===== src/rtl/des_pkg.sv =====
// Shared DES permutation tables, FSM state encoding and block widths for the
// inverse-initial-permutation output stage.
package des_pkg;

  localparam int DES_BLK_W  = 64;
  localparam int DES_HALF_W = 32;

  typedef enum logic [1:0] {
    IDLE,
    CAPT,
    PERM,
    DONE
  } des_state_e;

  // Element [1] is the leftmost entry; each entry names the 1-based source bit.
  localparam logic [1:64][6:0] FP_TAB = {
    7'd40, 7'd8,  7'd48, 7'd16, 7'd56, 7'd24, 7'd64, 7'd32,
    7'd39, 7'd7,  7'd47, 7'd15, 7'd55, 7'd23, 7'd63, 7'd31,
    7'd38, 7'd6,  7'd46, 7'd14, 7'd54, 7'd22, 7'd62, 7'd30,
    7'd37, 7'd5,  7'd45, 7'd13, 7'd53, 7'd21, 7'd61, 7'd29,
    7'd36, 7'd4,  7'd44, 7'd12, 7'd52, 7'd20, 7'd60, 7'd28,
    7'd35, 7'd3,  7'd43, 7'd11, 7'd51, 7'd19, 7'd59, 7'd27,
    7'd34, 7'd2,  7'd42, 7'd10, 7'd50, 7'd18, 7'd58, 7'd26,
    7'd33, 7'd1,  7'd41, 7'd9,  7'd49, 7'd17, 7'd57, 7'd25
  };

  localparam logic [1:64][6:0] IP_TAB = {
    7'd58, 7'd50, 7'd42, 7'd34, 7'd26, 7'd18, 7'd10, 7'd2,
    7'd60, 7'd52, 7'd44, 7'd36, 7'd28, 7'd20, 7'd12, 7'd4,
    7'd62, 7'd54, 7'd46, 7'd38, 7'd30, 7'd22, 7'd14, 7'd6,
    7'd64, 7'd56, 7'd48, 7'd40, 7'd32, 7'd24, 7'd16, 7'd8,
    7'd57, 7'd49, 7'd41, 7'd33, 7'd25, 7'd17, 7'd9,  7'd1,
    7'd59, 7'd51, 7'd43, 7'd35, 7'd27, 7'd19, 7'd11, 7'd3,
    7'd61, 7'd53, 7'd45, 7'd37, 7'd29, 7'd21, 7'd13, 7'd5,
    7'd63, 7'd55, 7'd47, 7'd39, 7'd31, 7'd23, 7'd15, 7'd7
  };

endpackage


===== src/rtl/des_perm64.sv =====
// Combinational 64-bit table permutation: dout[i] = din[TAB[i]], with TAB
// selected between the final (FP) and initial (IP) DES permutations.
module des_perm64
  import des_pkg::*;
#(
  parameter bit USE_IP = 1'b0
) (
  input  logic [1:DES_BLK_W] din,
  output logic [1:DES_BLK_W] dout
);

  for (genvar i = 1; i <= DES_BLK_W; i++) begin : g_bit
    localparam int SRC = USE_IP ? int'(IP_TAB[i]) : int'(FP_TAB[i]);
    assign dout[i] = din[SRC];
  end

endmodule


===== src/rtl/ip_inv_swap.sv =====
// DES output stage: captures the round-16 halves, applies IP^-1 and hands the
// result out with a start/ready level handshake. Optional self-check of the
// result by re-applying IP is enabled with macro IP_INV_SELFCHECK_EN.
module ip_inv_swap
  import des_pkg::*;
#(
  parameter int PRESWAP = 1
) (
  input  logic                 clk,
  input  logic                 rst_n,
  input  logic                 start,
  input  logic [1:DES_HALF_W]  l_in,
  input  logic [1:DES_HALF_W]  r_in,
  output logic [1:DES_BLK_W]   desOut,
  output logic                 ready,
  output logic                 busy,
  output logic                 chk_err
);

  des_state_e state, state_nxt;
  logic                start_dly;
  logic                armed;
  logic                launch;
  logic [1:DES_BLK_W]  cap;
  logic [1:DES_BLK_W]  cap_nxt;
  logic [1:DES_BLK_W]  fp_out;

  assign cap_nxt = (PRESWAP != 0) ? {r_in, l_in} : {l_in, r_in};

  // armed blocks a launch from a start level that was already high when reset
  // released; it needs one sampled low before the next rising edge counts.
  assign launch = (state == IDLE) && start && !start_dly && armed;

  des_perm64 #(.USE_IP(1'b0)) u_fp (
    .din  (cap),
    .dout (fp_out)
  );

  always_ff @(posedge clk or negedge rst_n) begin
    if (!rst_n) state <= IDLE;
    else        state <= state_nxt;
  end

  always_comb begin
    state_nxt = state;
    case (state)
      IDLE:    if (launch) state_nxt = CAPT;
      CAPT:    state_nxt = PERM;
      PERM:    state_nxt = start ? DONE : IDLE;
      DONE:    if (!start) state_nxt = IDLE;
      default: state_nxt = IDLE;
    endcase
  end

  always_ff @(posedge clk or negedge rst_n) begin
    if (!rst_n) begin
      start_dly <= 1'b0;
      armed     <= 1'b0;
      cap       <= '0;
      desOut    <= '0;
      ready     <= 1'b0;
      busy      <= 1'b0;
    end else begin
      start_dly <= start;
      if (!start)      armed <= 1'b1;
      else if (launch) armed <= 1'b0;
      case (state)
        IDLE: begin
          if (launch) begin
            cap  <= cap_nxt;
            busy <= 1'b1;
          end
        end
        PERM: begin
          // The result register updates even on abort; only ready is withheld.
          desOut <= fp_out;
          busy   <= 1'b0;
          ready  <= start;
        end
        DONE: begin
          if (!start) ready <= 1'b0;
        end
        default: ;
      endcase
    end
  end

`ifdef IP_INV_SELFCHECK_EN
  logic [1:DES_BLK_W] ip_chk;
  logic               chk_q;

  des_perm64 #(.USE_IP(1'b1)) u_ip (
    .din  (desOut),
    .dout (ip_chk)
  );

  always_ff @(posedge clk or negedge rst_n) begin
    if (!rst_n)                              chk_q <= 1'b0;
    else if (launch)                         chk_q <= 1'b0;
    else if (state == DONE && ip_chk != cap) chk_q <= 1'b1;
  end

  assign chk_err = chk_q;
`else
  assign chk_err = 1'b0;
`endif

endmodule


===== config.mk =====
export PLATFORM = sky130hd
export DESIGN_NAME = ip_inv_swap
export DESIGN_NICKNAME = d
export VERILOG_FILES = /design/src/rtl/des_pkg.sv /design/src/rtl/des_perm64.sv /design/src/rtl/ip_inv_swap.sv
export SDC_FILE = /design/constraint.sdc
export NUM_CORES = 1
export LEC_CHECK = 0
export ABC_CLOCK_PERIOD_IN_PS = 1600
export CORE_MARGIN = 1.5
export CORE_UTILIZATION = 25
export DETAILED_ROUTE_END_ITERATION = 16
export HOLD_SLACK_MARGIN = 0.06
export PLACE_DENSITY = 0.45
export SYNTH_ARGS = -nofsm -noshare
export SYNTH_HDL_FRONTEND = slang
export SYNTH_SLANG_ARGS = --single-unit

===== constraint.sdc =====
create_clock -name clk -period 1.6 [get_ports clk]
set_input_delay 0.32 -clock clk [delete_from_list [all_inputs] [get_ports clk]]
set_output_delay 0.32 -clock clk [all_outputs]
set_load 0.05 [all_outputs]

==> qor.txt, run 1 <==
Synth cell types -> 16
Main combinational cell family by area after synthesis -> multiplexers
CP required -> 1.89 ns
Diode count -> 0
Clock transition at path regs -> 0.06 ns
Die ar. -> 21600 sq um
Top cell type's share of synthesized area -> 64.6%
Peak supply drop -> 0.00108 V
Yosys synthesis warning count -> 0
Leak -> 3.27 nW
Synth Area in XOR/XNOR -> 0%
Initial core utilization -> 25.6%
Placer Congestion -> 0.703
TritonRoute pass-1 iters -> 3
Postcts setup bufs -> 0
FMAX -> 642 MHz
Final Setup Violations -> 0
Total GRT Usage -> 10.9%
Adder-cell share of the synthesized area -> 0%
CTS tree -> done
Crit-path max FO -> 23
Core ar. -> 20300 sq um
Minimum clock period -> 1.56 ns
Nets -> 509
Cells after DPL -> 692
Outcome -> finished clean
Syn Area/Cell -> 18.0 sq um
DP HPWL -> 7230 um
Vias/cell -> 3.97
Global-route wire length before repair -> 17800 um
Hold Path Class -> input pin to async pin
Max-Cap Viols -> 0
DR DRC count -> 0
Setup TNS -> 0 ns
Largest net degree at the start of global routing -> 47
Synth Net Count -> 356
Detail Route Antenna Nets -> 0
Core Util, Final -> 36.3%
FF+latch count, synth -> 134
Area added between synthesis and finish -> 42.1%
RSZ-0062 raised after global routing -> true
Synthesized area -> 5190 sq um
Signal arrival time at the worst endpoint -> 1.85 ns
Worst path max stage delay -> 0.39 ns
Cell area after layout -> 7370 sq um
Final wirelength -> 11000 um
Hold Fails Final Rpt -> 0
Post-synthesis mux area share -> 30.7%
# IOs -> 134
Vias -> 2880
Largest delay contributor family on the critical path -> simple AND/OR/NAND/NOR gates
Vias in the first global route -> 3227
Fin cells -> 725
Max H-tree Level -> 4
Max-slew violation count -> 0
Port Buffers -> 132
Synth top area cells -> dfrtp_1, mux2_2, mux2_4
Maximum clock insertion buffer count -> 2
Register area share after synthesis -> 64.6%
Number of placement rows -> 52
Drt wl/cell -> 15.2 um
Synth Area in Simple Gates -> 0.627%
Crit. End Element -> flip-flop
Crit path launch type -> flip-flop
Fin crit share -> 97.4%
Worst Skew -> 0.00761 ns
Chip Height -> 147 um
DRT iter0 DRCs -> 49
Critical path type -> flip-flop to flip-flop
Layout cells sized above 1 -> 53.8%
Crit path buf inv count -> 1
Cell area power density -> 2460 nW/um^2
Chip width -> 147 um
Root Driver -> clkbuf_16
# clock sinks -> 134
Syn Inst Count -> 289
Antenna violations before repair -> 0
Total CTS buffers -> 17
Yosys top cell by area -> dfrtp_1
Most common cell after layout, fill and taps aside -> dfrtp_1
Compound-Gate Fraction of Synth Area -> 0.530%
Most frequent cells in the layout -> dfrtp_1, mux2_2, buf_4
Worst skew pair latency -> 0.41 ns
Cells along the critical path -> nor3_2, and3_4, buf_12, mux2_2
Grt total ovfl -> 0
Critical path's slowest cell -> dfrtp_1
Cell Area, Placed -> 6750 sq um
==> per-stage QoR <==
| step | hold WS, ns | worst slack (ns) | total power [mW] |
|---|---|---|---|
| detailed placement | 0.309 | -0.272 | 14.4 |
| global placement | 0.304 | -0.256 | 14.3 |
| CTS | 0.420 | 0.0261 | 18.4 |
| global route | 0.437 | -0.0361 | 19.2 |
| floorplan | 0.0244 | 0.100 | 11.9 |
| finish | 0.422 | 0.0422 | 18.2 |
==> worst paths after layout <==
path | slack, ns | start | to | cells after the start
min in group clk | 0.49 | start | start_dly | 1
setup reg to reg | 0.04 | state[1] | cap[42] | 4
max in group asynchronous | 0.65 | rst_n | desOut[23] | 3
setup / recovery | 0.04 | state[1] | cap[42] | 4
hold reg to reg | 0.50 | cap[54] | desOut[21] | 1
hold / removal | 0.42 | rst_n | desOut[14] | 2
==> state kept, by name, indices dropped and copies added (netlist names) <==
signal and cells:
cap 64, start_dly 1, armed 1, ready 1
busy 1, desOut 64, state 2
==> cells by family after synthesis <==
logic type             after synthesis
muxes                              129
AOI/OAI and AO/OA                    4
buffers and inverters               17
other                                1
and+or+nand+nor                      4
DFF                                134
==> layer usage <==
metal  share of wire (%)  wire [um]  track usage [%]  vias up
li1                    -          -                -     1323
met1                  46       5050             13.7     1463
met2                  46       5030             16.2       79
met3                 6.6        723             4.41       15
met4                 1.7        185             4.95        0
met5                   0          0                0        -
==> cell usage after synthesis <==
cell type / n
and3_4: 1
buf_4: 8
o21ai_0: 1
nor2_1: 1
mux2_2: 91
and2b_1: 1
a21o_1: 1
mux2_4: 38
buf_12: 5
a21oi_1: 1
conb_1: 1
nor3_2: 1
buf_2: 2
o21ba_2: 1
inv_1: 2
dfrtp_1: 134
==> cell type report <==
class	instances	area, sq um
clock buffers	24	492
clock inverters	8	96.3
fillers	2008	12900
inverters	2	7.51
multi-input cells	138	1690
flip-flops and latches	134	3350
well taps	270	338
repair buffers	149	1400
==> repair_timing <==
item | CTS | global route
gates resized for setup | 0 | 7
setup endpoints to repair | 0 | 21
hold endpoints to repair | 39 | 0
hold buffers | 1 | 0
==> power by group <==
part           switching, mW  internal [mW]  total (mW)
combinational           4.61           3.68        8.29
sequential             0.868           5.14        6.01
clock                   1.41           2.45        3.86
Note: power is estimated with default switching activity, not from simulation.
==> inputs of run 2 (changes only) <==
Settings changed: ABC_CLOCK_PERIOD_IN_PS 1600 to 1400.
Clock period 1.6 ns to 1.4 ns, I/O delays scaled along.
==> run 2 against run 1 <==
The flow now finishes with violations (negative setup slack). Clock-buffer cell count decreased by 4. Fmax shrank 0.72%. Worst hold slack worse by 0.096 ns. Sequential share of layout area shrank 6.7 points. Power grew 39%. Design area grew 17%. Non-clock buffer count grew 19. Highest routed layer is now met5.
==> qor.txt, run 2 (synthesis gave the netlist of run 1 again) <==
Critical path's slowest cell -> dfrtp_1
Failing checks -> negative setup slack
Worst setup path startpoint -> state[0]
Total GRT Usage -> 11.5%
Signal arrival time at the worst endpoint -> 1.86 ns
Top flop regs -> cap: 64 flops, desOut: 64 flops, state: 2 flops
Hold Path Class -> input pin to async pin
Global-route wire length before repair -> 19000 um
Crit. End Element -> flip-flop
Chip Height -> 147 um
CP required -> 1.69 ns
Most common cell after layout, fill and taps aside -> dfrtp_1
Die ar. -> 21600 sq um
Worst Skew -> 0.00666 ns
Number of placement rows -> 52
Worst reg2reg startpoint -> state[0]
Core ar. -> 20300 sq um
Final wirelength -> 12200 um
Worst reg2reg path depth -> 5
Nets -> 528
Outcome -> finished with violations
Diode count -> 0
Critical path type -> flip-flop to flip-flop
Filler Cell Count -> 1850
Fin cells -> 744
RSZ-0062 raised after global routing -> true
Detail Route Antenna Nets -> 0
Most frequent cells in the layout -> dfrtp_1, buf_12, mux2_4
Crit path launch type -> flip-flop
Drt wl/cell -> 16.4 um
Max-slew violation count -> 0
Hold_ws -> 0.326 ns
Fin crit share -> 112%
Core Util, Final -> 42.6%
Placer Congestion -> 0.671
# IOs -> 134
Max-Cap Viols -> 0
FMAX -> 637 MHz
Crit-path max FO -> 14
Antenna violations before repair -> 1
DP HPWL -> 7510 um
Hold Fails Final Rpt -> 0
Worst path max stage delay -> 0.39 ns
Maximum clock insertion buffer count -> 2
Crit path buf inv count -> 2
Largest delay contributor family on the critical path -> simple AND/OR/NAND/NOR gates
Chip width -> 147 um
Vias/cell -> 4.04
Clock transition at path regs -> 0.06 ns
Root Driver -> clkbuf_16
Minimum clock period -> 1.57 ns
Layout cells sized above 1 -> 56.1%
Cells after DPL -> 691
Port Buffers -> 132
Final setup margin -> -0.169 ns
Grt total ovfl -> 0
CP Depth -> 5
# clock sinks -> 134
Vias -> 3004
Largest net degree at the start of global routing -> 32
Leak -> 3.83 nW
Total CTS buffers -> 17
Initial core utilization -> 25.6%
Cells along the critical path -> nor3_2, and3_4, buf_4, buf_16, mux2_2
Final Setup Violations -> 129
Max H-tree Level -> 4
CTS tree -> done
Area added between synthesis and finish -> 66.7%
Peak supply drop -> 0.00131 V
Cell area power density -> 2910 nW/um^2
Vias in the first global route -> 3421
DRT iter0 DRCs -> 97
Worst skew pair latency -> 0.41 ns
TritonRoute pass-1 iters -> 4
DR DRC count -> 0
PnR Total Power -> 25.2 mW
==> run 2: cell types whose count changed in the layout (fill, tap and decap cells not counted) <==
cell,previous run,this run
mux2_2,84,55
mux2_4,45,74
clkinv_4,1,4
clkbuf_1,3,1
buf_16,0,2
buf_8,0,2
buf_12,9,77
bufinv_16,2,3
buf_6,1,4
clkbuf_8,4,2
buf_4,73,12
clkbuf_16,17,22
==> run 2: final timing paths <==
check	to	slack, ns
worst max register to register	cap[45]	-0.17
min in group clk	cap[31]	0.48
worst min register to register	cap[43]	0.50
worst max-delay path	cap[45]	-0.17
worst min-delay path	cap[36]	0.33
max in group asynchronous	desOut[20]	0.56
==> run 2: routing by layer <==
layer  part of all wire, %  GRT usage, %  vias to the layer above
met5                 0.098             0                        -
met4                   1.4          4.65                        2
met3                   5.7          4.22                       17
met2                    46          17.2                       81
met1                    47          14.9                     1548
li1                      -             -                     1356
==> run 2: final cells by class <==
class	instances	area, sq um	share of cell area, %
clock buffer	20	457	5.28
inverter	2	7.51	0.0868
sequential	134	3350	38.8
tap	270	338	3.90
clock inverter	12	153	1.76
multi-input combinational	138	1800	20.8
timing repair buffer	168	2550	29.4
==> run 2: power by group <==
part	internal, mW	switching (mW)	leakage, nW	total, mW
sequential	5.88	1.61	1.59	7.50
clock	2.89	1.70	0.300	4.59
combinational	7.56	5.56	1.94	13.1
total	16.3	8.87	3.83	25.2
==> run 2: repair_timing <==
action                                  in CTS  in global routing
endpoints found under the hold margin       71                  0
setup buffers                                3                  9
pin swaps                                    0                  1
gates cloned                                 1                  7
resized for setup                           18                 31
endpoints found under the setup margin      91                128
hold buffers                                 1                  0
==> run 2: per-stage QoR <==
step                      worst slack (ns)  setup TNS (ns)  cell area (sq um)
after CTS                           -0.151          -13.08               8290
final                               -0.169          -15.46               8650
after global placement              -0.365          -22.08               7560
after global routing                -0.243          -24.69               8650
after detailed placement            -0.390          -23.12               7560
after floorplan                    -0.0402           -1.48               5190
==> run 2: worst register-to-register path, cell delays in order, from the launching register on <==
cell     delay, ns
dfrtp_1       0.39
nor3_2        0.17
and3_4        0.25
buf_4         0.14
buf_16        0.16
mux2_2        0.35
==> inputs of run 3 (changes only) <==
Settings changed: CTS_BUF_LIST set to sky130_fd_sc_hd__clkbuf_2.
==> run 3 against run 2 <==
Fmax fell by 5.3%. Register-to-register slack got worse by 0.09 ns. Cell count rose by 1.3%. Critical path depth did not move. The flow still finishes with violations (negative setup slack). Wire length rose by 8.2%. Design area rose by 1.1%. First-iteration DRC count fell by 3.1%. Global-route usage rose by 0.65 points. Sequential power barely moved. Core utilization rose by 0.46 points. Critical path type unchanged. Die area did not move. Clock-buffer cell count fell by 2.
==> qor.txt, run 3 (synthesis gave the netlist of run 1 again) <==
Max-Cap Viols -> 0
CTS tree -> done
Worst Skew -> 0.0192 ns
Met1 Wirelength -> 6400 um
Number of placement rows -> 52
Layout cells sized above 1 -> 57.2%
Most common cell after layout, fill and taps aside -> dfrtp_1
Port Buffers -> 132
Worst skew pair latency -> 0.65 ns
Antenna violations before repair -> 1
Final wirelength -> 13200 um
Crit-path max FO -> 7
WL met3 -> 701 um
CP required -> 1.96 ns
Sequential cell area -> 3350 sq um
Peak supply drop -> 0.00122 V
Detail Route Antenna Nets -> 0
Drt wl/cell -> 17.5 um
DP HPWL -> 7510 um
Hold_ws -> 0.173 ns
# clock sinks -> 134
TritonRoute pass-1 iters -> 4
Diode count -> 0
Nets -> 538
Worst reg2reg startpoint -> state[0]
# IOs -> 134
Top Metal Used -> met5
Crit path launch type -> flip-flop
Final Setup Violations -> 197
Share of power burned in combinational logic -> 59.2%
Leak -> 3.96 nW
RSZ-0062 raised after global routing -> true
Int Power -> 15.4 mW
Cells after DPL -> 691
Fin cells -> 754
Outcome -> finished with violations
Vias -> 3048
Final setup margin -> -0.256 ns
Critical path type -> flip-flop to flip-flop
NetSw -> 9.00 mW
Cell area power density -> 2790 nW/um^2
DR DRC count -> 0
Area added between synthesis and finish -> 68.5%
Clock transition at path regs -> 0.21 ns
Filler Cell Count -> 1863
Total CTS buffers -> 17
FMAX -> 604 MHz
Grt total ovfl -> 0
Minimum clock period -> 1.66 ns
Chip Height -> 147 um
Reg2reg end -> cap[4]
Core ar. -> 20300 sq um
Area of the multi-input gates -> 2010 sq um
Setup slack, reg-to-reg -> -0.26 ns
Largest net degree at the start of global routing -> 32
Max H-tree Level -> 4
Root Driver -> clkbuf_2
Most frequent cells in the layout -> dfrtp_1, mux2_4, buf_12
Initial core utilization -> 25.6%
DRT iter0 DRCs -> 94
Hold Path Class -> input pin to async pin
Worst setup endpoint -> cap[4]
Vias/cell -> 4.04
Top flop regs -> cap: 64 flops, desOut: 64 flops, state: 2 flops
Placer Congestion -> 0.671
Vias in the first global route -> 3414
Hold Fails Final Rpt -> 0
Die ar. -> 21600 sq um
Fin crit share -> 118%
Total GRT Usage -> 12.1%
Max-slew violation count -> 0
Maximum clock insertion buffer count -> 2
Chip width -> 147 um
Seq pwr share -> 30.9%
Clock power share -> 10.0%
Crit. End Element -> flip-flop
Worst reg2reg path depth -> 5
Wire length on met2 -> 6000 um
Switch share -> 36.9%
Global-route wire length before repair -> 19900 um
Signal arrival time at the worst endpoint -> 2.22 ns
Failing checks -> negative setup slack
Worst setup path startpoint -> state[0]
==> run 3: worst min path at each step <==
| stage | from | endpoint | slack [ns] | cells past startpoint |
|---|---|---|---|---|
| floorplan | rst_n | armed | -0.02 | 0 |
| global placement | rst_n | cap[36] | 0.19 | 1 |
| detailed placement | rst_n | cap[36] | 0.19 | 1 |
| CTS | rst_n | desOut[24] | 0.07 | 3 |
| global route | rst_n | desOut[24] | 0.06 | 3 |
| finish | rst_n | desOut[24] | 0.17 | 3 |
==> run 3: layer usage <==
layer	GRT usage (%)	vias to the layer above
met5	0	-
li1	-	1368
met2	18.2	80
met3	4.60	9
met4	3.15	2
met1	16.3	1589
==> run 3: repair_timing <==
action,4_1_cts,5_1_grt
gates cloned,7,6
hold buffers,2,0
endpoints found under the setup margin,165,197
gates resized for setup,49,83
hold endpoints to repair,134,0
setup buffers,7,16
pin swaps,2,2
==> run 3: critical path, cell delays in order, from the launching register on <==
cell       delay, ns
dfrtp_1         0.45
nor3_2          0.18
and3_4          0.33
buf_12          0.14
clkbuf_16       0.16
mux2_4          0.30
==> run 3: cell type report <==
cell class / instances / area share, %
tap: 270 / 3.86
multi-input combinational: 138 / 23.0
clock inverter: 14 / 1.83
clock buffer: 18 / 1.03
timing repair buffer: 178 / 31.9
sequential: 134 / 38.3
inverter: 2 / 0.0858
==> run 3: power groups by stage <==
stage,registers (mW),logic [mW],clock network [mW]
after floorplan,10.1,3.49,0
after global placement,7.46,11.8,0
after detailed placement,7.49,11.9,0
after CTS,7.48,13.3,2.55
after global routing,7.79,15.0,2.71
final,7.53,14.4,2.43
==> run 3: stage by stage <==
step                setup TNS, ns  power [mW]  util (%)  setup slack (ns)  area [sq um]
floorplan                   -1.48        13.6         -           -0.0402          5190
global placement           -22.08        19.3      37.2            -0.365          7560
detailed placement         -23.12        19.4      37.2            -0.390          7560
CTS                        -42.76        23.3      40.7            -0.286          8270
global route               -52.67        25.5      43.1            -0.333          8740
finish                     -35.55        24.4      43.1            -0.256          8740
